$ cat config.mk
export PLATFORM = sky130hd
export DESIGN_NAME = maxpool_stream
export DESIGN_NICKNAME = d
export VERILOG_FILES = /design/src/rtl/cnn_pkg.sv /design/src/rtl/pool_line_buffer.sv /design/src/rtl/maxpool_stream.sv
export SDC_FILE = /design/constraint.sdc
export NUM_CORES = 1
export LEC_CHECK = 0
export CELL_PAD_IN_SITES_DETAIL_PLACEMENT = 0
export CELL_PAD_IN_SITES_GLOBAL_PLACEMENT = 1
export CORE_MARGIN = 5
export CORE_UTILIZATION = 42
export DETAILED_ROUTE_END_ITERATION = 10
export HOLD_SLACK_MARGIN = 0.12
export PLACE_DENSITY_LB_ADDON = 0.1
export SLEW_MARGIN = 0
export SYNTH_ARGS = -nofsm -noshare
export SYNTH_HDL_FRONTEND = slang
export SYNTH_HIERARCHICAL = 1
export SYNTH_SLANG_ARGS = --single-unit
$ cat constraint.sdc
create_clock -name clk1 -period 4.4 [get_ports clk1]
set_clock_uncertainty 0.05 [all_clocks]
set_input_delay 0.88 -clock clk1 [delete_from_list [all_inputs] [get_ports clk1]]
set_output_delay 0.88 -clock clk1 [all_outputs]
set_load 0.05 [all_outputs]
$ cat src/rtl/cnn_pkg.sv
// Shared CNN pipeline definitions: default data width, signed max helper,
// counter width helper and the row-position classification used by pooling.
package cnn_pkg;

   localparam int DATA_W_DEF = 16;

   // Wide enough for any pixel width in use; callers sign-extend in and truncate out.
   localparam int SMAX_W = 64;

   // Row position of the current pixel inside its pooling window.
   typedef enum logic [1:0] {
      ROW_FIRST,
      ROW_MID,
      ROW_LAST,
      ROW_SKIP
   } row_pos_e;

   function automatic int CNT_W(input int n);
      return $clog2(n) + 1;
   endfunction

   function automatic logic signed [SMAX_W-1:0] smax(
      input logic signed [SMAX_W-1:0] a,
      input logic signed [SMAX_W-1:0] b
   );
      return (a > b) ? a : b;
   endfunction

endpackage

$ cat src/rtl/pool_line_buffer.sv
// Half-row line buffer for the max-pool stage: one partial vertical max per
// pooling column group. One write port, one combinational read port on the
// same index. Storage is not reset.
module pool_line_buffer #(
   parameter int DATA_W = 16,
   parameter int DEPTH  = 2,
   parameter int AW     = 1
) (
   input  logic              clk1,
   input  logic              we,
   input  logic [AW-1:0]     idx,
   input  logic [DATA_W-1:0] wdata,
   output logic [DATA_W-1:0] rdata
);

   // Rounded up to a power of two so every index value addresses a real entry.
   logic [DATA_W-1:0] mem [2**AW];

   // Write the partial window maximum for the addressed group.
   always_ff @(posedge clk1) begin
      if (we) mem[idx] <= wdata;
   end

   // Combinational read of the same group.
   always_comb begin
      rdata = mem[idx];
   end

endmodule

$ cat src/rtl/maxpool_stream.sv
// Streaming POOLxPOOL max-pool with stride POOL over a raster-ordered,
// channel-after-channel conv output stream. Optional output ReLU is enabled
// by defining the macro RELU_EN.
module maxpool_stream
   import cnn_pkg::*;
#(
   parameter int DATA_W   = DATA_W_DEF,
   parameter int OFM_SIZE = 4,
   parameter int POOL     = 2,
   parameter int CO       = 4
) (
   input  logic              clk1,
   input  logic              rst_n,
   input  logic              frame_start,
   input  logic              in_valid,
   input  logic [DATA_W-1:0] in_data,
   output logic              out_valid,
   output logic [DATA_W-1:0] out_data,
   output logic              out_last,
   output logic              pool_done
);

   localparam int NG  = OFM_SIZE / POOL;
   localparam int UE  = NG * POOL;
   localparam int CW  = CNT_W(OFM_SIZE);
   localparam int CHW = CNT_W(CO);
   localparam int JW  = (NG > 1) ? $clog2(NG) : 1;

   localparam logic [CW-1:0]  OFM_LAST  = CW'(OFM_SIZE - 1);
   localparam logic [CW-1:0]  UE_C      = CW'(UE);
   localparam logic [CW-1:0]  UE_LAST   = CW'(UE - 1);
   localparam logic [CW-1:0]  POOL_C    = CW'(POOL);
   localparam logic [CW-1:0]  POOL_LAST = CW'(POOL - 1);
   localparam logic [CHW-1:0] CO_LAST   = CHW'(CO - 1);
   localparam logic [JW-1:0]  J_LAST    = JW'(NG - 1);

   logic [CW-1:0]  col, row;
   logic [CHW-1:0] ch;
   logic [CW-1:0]  eff_col, eff_row, cmod, rmod;
   logic [CHW-1:0] eff_ch;
   logic [JW-1:0]  j;

   logic signed [DATA_W-1:0] px, hmax, h, lb_rdata, result, lb_wdata;
   logic [DATA_W-1:0]        lb_rd_raw;
   row_pos_e                 rpos;
   logic                     group_end, lb_we, emit, frame_end;

   pool_line_buffer #(
      .DATA_W (DATA_W),
      .DEPTH  (NG),
      .AW     (JW)
   ) u_lbuf (
      .clk1   (clk1),
      .we     (lb_we),
      .idx    (j),
      .wdata  (lb_wdata),
      .rdata  (lb_rd_raw)
   );

   // Position decode and window compare/select; frame_start makes this pixel
   // position 0 of a new frame, so decode works on the effective counters.
   always_comb begin
      px        = in_data;
      lb_rdata  = lb_rd_raw;
      eff_col   = frame_start ? '0 : col;
      eff_row   = frame_start ? '0 : row;
      eff_ch    = frame_start ? '0 : ch;
      cmod      = eff_col % POOL_C;
      rmod      = eff_row % POOL_C;
      j         = JW'(eff_col / POOL_C);
      group_end = in_valid && (cmod == POOL_LAST) && (eff_col < UE_C);
      h         = DATA_W'(smax(SMAX_W'(hmax), SMAX_W'(px)));
      if (eff_row >= UE_C)        rpos = ROW_SKIP;
      else if (rmod == '0)        rpos = ROW_FIRST;
      else if (rmod == POOL_LAST) rpos = ROW_LAST;
      else                        rpos = ROW_MID;
      result    = DATA_W'(smax(SMAX_W'(lb_rdata), SMAX_W'(h)));
      lb_we     = group_end && ((rpos == ROW_FIRST) || (rpos == ROW_MID));
      lb_wdata  = (rpos == ROW_FIRST) ? h : result;
      emit      = group_end && (rpos == ROW_LAST);
      frame_end = in_valid && (eff_col == OFM_LAST) && (eff_row == OFM_LAST)
                  && (eff_ch == CO_LAST);
   end

   // Raster counters: col, then row, then channel; frame_start clears them.
   always_ff @(posedge clk1 or negedge rst_n) begin
      if (!rst_n) begin
         col <= '0;
         row <= '0;
         ch  <= '0;
      end else if (in_valid) begin
         if (eff_col == OFM_LAST) begin
            col <= '0;
            if (eff_row == OFM_LAST) begin
               row <= '0;
               ch  <= (eff_ch == CO_LAST) ? '0 : eff_ch + 1'b1;
            end else begin
               row <= eff_row + 1'b1;
               ch  <= eff_ch;
            end
         end else begin
            col <= eff_col + 1'b1;
            row <= eff_row;
            ch  <= eff_ch;
         end
      end else if (frame_start) begin
         col <= '0;
         row <= '0;
         ch  <= '0;
      end
   end

   // Horizontal max across the current column group.
   always_ff @(posedge clk1) begin
      if (in_valid) hmax <= (cmod == '0) ? px : h;
   end

   // Registered pooled output, window-end markers and frame-done pulse.
   always_ff @(posedge clk1 or negedge rst_n) begin
      if (!rst_n) begin
         out_valid <= 1'b0;
         out_data  <= '0;
         out_last  <= 1'b0;
         pool_done <= 1'b0;
      end else begin
         out_valid <= emit;
         out_last  <= emit && (j == J_LAST) && (eff_row == UE_LAST);
         pool_done <= frame_end;
         if (emit) begin
`ifdef RELU_EN
            out_data <= result[DATA_W-1] ? '0 : result;
`else
            out_data <= result;
`endif
         end
      end
   end

endmodule

==> reports/metrics.yaml <==
sta:
  relSlewSlack: 0.631
  report.final.hold_viol_count: 0
  timing.final.ws_setup_ns: 0.0666
  finalCritPeriodShare: 0.985
  worst_pin_slew_ns: 0.551
  max_freq_mhz: 231
  slew_viol_final: 0
  rsz0062_at_grt: "true"
  period_needed_ns: 4.33
  setup_violations: 0
power:
  power_switching_mw: 0.740
  clkPwrFrac: 0.293
  power_frac_seq: 0.354
  pwr_density_cell_mw_per_mm2: 357
  peakVddDrop_uv: 153
  p_sw_frac: 0.307
  pwr-share-comb: 0.353
  power.internal_mw: 1.67
  leakagePower_nw: 2.75
yosys:
  synth_mux_area_frac: 0.0961
  synth-xor-area-share: 0.00383
  yosys.area_share.simple: 0.153
  yosysWarnings: 6
  syn-cell-area_sq_mm: 0.00457
  avgSynthCellArea_sq_um: 11.3
  synth_cell_types: 48
  synthAdderAreaFrac: 0.0958
  synth_seq_cells: 76
  syn_nets: 459
  ys_seq_area_frac: 0.469
  synth_compound_area_frac: 0.137
  synthCells: 404
  synth_top_family_by_area: "simple AND/OR/NAND/NOR gates"
floorplanning:
  coreArea_sq_mm: 0.0107
  start_util: 0.425
  die_h_microns: 114
  ios: 39
  die_x_microns: 114
  fp-row-count: 38
  dieArea_sq_mm: 0.0131
drt:
  drt-wirelength-per-cell_microns: 18.5
  dr.first_iter.drc_count: 127
  routed_wl_mm: 12.7
  drt_pass1_iterations: 4
  num_vias: 3677
  drc: 0
  via_per_inst: 5.38
  final_antenna_net_count: 0
worst_hold_path:
  worstHoldStart: "ch[2]"
  holdPathStages: 1
  hold_end: "pool_done"
  hold_class: "flop to flop"
placement:
  routabilityCongestion: 0.874
  hpwl_mm: 9.27
  numPortBuffers: 38
  pre_cts_slack_ns: -0.856
  dp_cells: 648
grt:
  gr-usage-all-layers: 0.208
  overflow: 0
  antenna_found_initial: 0
  grt_pass1_vias: 3948
  grt_pass1_wl_mm: 20.9
  grt_max_degree: 35
clock_tree:
  h-tree-depth: 3
  cts_buffers: 9
  clk_pin_slew_worst_paths_ns: 0.08
  cts_max_path_buffers: 2
  cts_root_buffer: "clkbuf_8"
  cts_tree: "built"
  cts_hold_buf: 0
  clkLatencyLatePin_ns: 0.36
  clock_sinks: 76
setup_path:
  crit_arrival_ns: 4.38
  reg2reg_depth: 17
  r2r_setup_slack_ns: 0.18
  r2r_end: "u_lbuf/mem[0][3]"
  worstSetupPathType: "input port to flop"
  crit_slowest_cell: "o31ai_4"
  cp_max_fo: 8
  worstSetupStartpointType: "input port"
  crit_chain: "clkdlybuf4s15_1 -> inv_2 -> ha_4 -> nand4_1 -> nor4_4 -> a21bo_4 -> a31o_4 -> buf_4 -> o21ai_1 -> and2_1 -> ha_1 -> nor2b_1 -> o211ai_1 -> a21oi_4 -> o31ai_4 -> or2_4 -> buf_12 -> a31oi_4"
  critPathRequiredTime_ns: 4.45
  critPathMaxStageDelay_ns: 0.33
  end_kind: "flop"
  r2r_start: "hmax[12]"
status:
  status: "finished clean"
layout:
  fin_nets: 593
  layoutNonFillerInstCount: 683
  nFillCells: 883
  drive_gt1_frac: 0.464
  areaGrowthSynthToFinish_pct: 47.9
  antenna_cells: 0
run:
  cap_violations: 0
-- registers in the layout (all words and copies together), names as in the netlist --
signal and cells:
col 3, out_data 16, row 3, out_valid 1, u_lbuf/mem 32, out_last 1, ch 3, pool_done 1
hmax 16
-- worst max path at each step --
stage	start	endpoint	slack [ns]
after floorplan	in_data[4]	u_lbuf/mem[0][10]	0.003
after global placement	in_data[9]	u_lbuf/mem[0][8]	-0.72
after detailed placement	in_data[9]	u_lbuf/mem[1][8]	-0.86
after CTS	in_data[10]	u_lbuf/mem[0][6]	0.006
after global routing	in_data[5]	u_lbuf/mem[0][6]	-0.08
final	in_data[5]	u_lbuf/mem[0][3]	0.07
-- power by group through the flow --
stage / Combinational (mW) / Sequential [mW] / Clock [mW]
after detailed placement: 0.696 / 0.867 / 0
after floorplan: 0.362 / 0.923 / 0
after global placement: 0.690 / 0.865 / 0
after global routing: 0.921 / 0.859 / 0.752
final: 0.850 / 0.854 / 0.708
after CTS: 0.808 / 0.854 / 0.723
-- placed cells by master (no fill, tap or decap), types with 3 or more instances in the layout --
cell             count
and3_1               3
nand3_4              4
o21ai_2              5
nor2_1               7
nand4_1             21
bufinv_16            4
nand2b_1            17
nor3_2              14
clkdlybuf4s50_1     23
o31ai_1             16
inv_1               11
ha_4                13
a21oi_1             10
mux2_2              15
buf_12               5
edfxtp_1            48
nor2b_1              7
dfrtp_1             28
o21ai_0             11
nor3_1               4
a31oi_4             11
a31oi_1             17
a31oi_2              5
clkbuf_2             5
and2_1              13
inv_2                9
ha_1                22
nand2_1              7
clkbuf_8             9
o21ai_1              7
and2_4               4
mux2_4              18
buf_6                6
buf_4               97
o21ai_4              3
dlygate4sd2_1        4
-- metrics by stage --
stage	power (mW)	util	cell area, sq um	hold slack, ns	setup TNS [ns]
global placement	1.55	0.543	5830	0.391	-30.74
finish	2.41	0.629	6760	0.407	0
CTS	2.39	0.617	6630	0.406	0
global route	2.53	0.629	6760	0.429	-1.89
floorplan	1.28	-	4750	0.365	0
detailed placement	1.56	0.543	5830	0.394	-36.15
-- cells in the mapped netlist (all sizes together) --
master	number	area, sq um
nor3	18	90.1
inv	22	82.6
a21bo	1	10.0
a2bb2oi	1	8.76
nand2	9	33.8
a21o	2	15.0
o31ai	17	133
or4	1	7.51
or3	1	6.26
dfrtp	28	701
xor2	1	8.76
or3b	1	8.76
edfxtp	48	1440
nor2	7	26.3
and2	18	114
nor3b	1	18.8
nand3	6	40.0
and4	1	8.76
nand4	21	131
a21oi	12	60.1
mux2	33	439
nor4	1	21.3
nand2b	17	106
a31oi	33	206
o21a	2	15.0
o211ai	2	15.0
and2b	2	16.3
o21ai	26	130
and3	3	18.8
clkbuf	13	48.8
o41ai	1	8.76
ha	35	438
a31o	1	8.76
xnor2	1	8.76
or2	1	6.26
a2111oi	2	17.5
buf	8	77.6
nor2b	7	43.8
-- critical path: cells and delay by family --
kind            cells  cell delay (ns)
compound gates      7             1.53
simple gates        5             0.88
buf+inv             4             0.59
fa+ha+maj           2             0.49
-- final cells by class --
| cell class | instances | area, sq um | share of cell area |
|---|---|---|---|
| Clock buffer | 9 | 124 | 0.0183 |
| Clock inverter | 7 | 139 | 0.0205 |
| Inverter | 22 | 87.6 | 0.0130 |
| Multi-Input combinational cell | 285 | 2860 | 0.423 |
| Sequential cell | 76 | 2140 | 0.317 |
| Tap cell | 140 | 175 | 0.0259 |
| Timing Repair Buffer | 144 | 1240 | 0.183 |
-- kinds of logic (layout without fill, tap and decap cells) --
family                     after synthesis  in the layout
xor gates and xnor gates                 2              2
and+or+nand+nor                        115            115
DFF                                     76             76
buffers and inverters                   43            182
muxes                                   33             33
adders and majority gates               35             35
AOI/OAI and AO/OA                      100            100
-- metal layers --
| metal | up-vias | track usage | part of all wire |
|---|---|---|---|
| met5 | - | 0 | 0 |
| met4 | 0 | 0.0554 | 0.013 |
| met3 | 13 | 0.0349 | 0.028 |
| met2 | 51 | 0.335 | 0.48 |
| met1 | 1801 | 0.291 | 0.47 |
| li1 | 1812 | - | - |
-- timing repair --
item	4_1_cts	5_1_grt
pin swaps	34	23
gates resized for setup	104	38
endpoints found under the setup margin	48	48
buffers inserted	18	2
hold endpoints to repair	0	0
No activity file was read; power rests on OpenSTA's default activity.
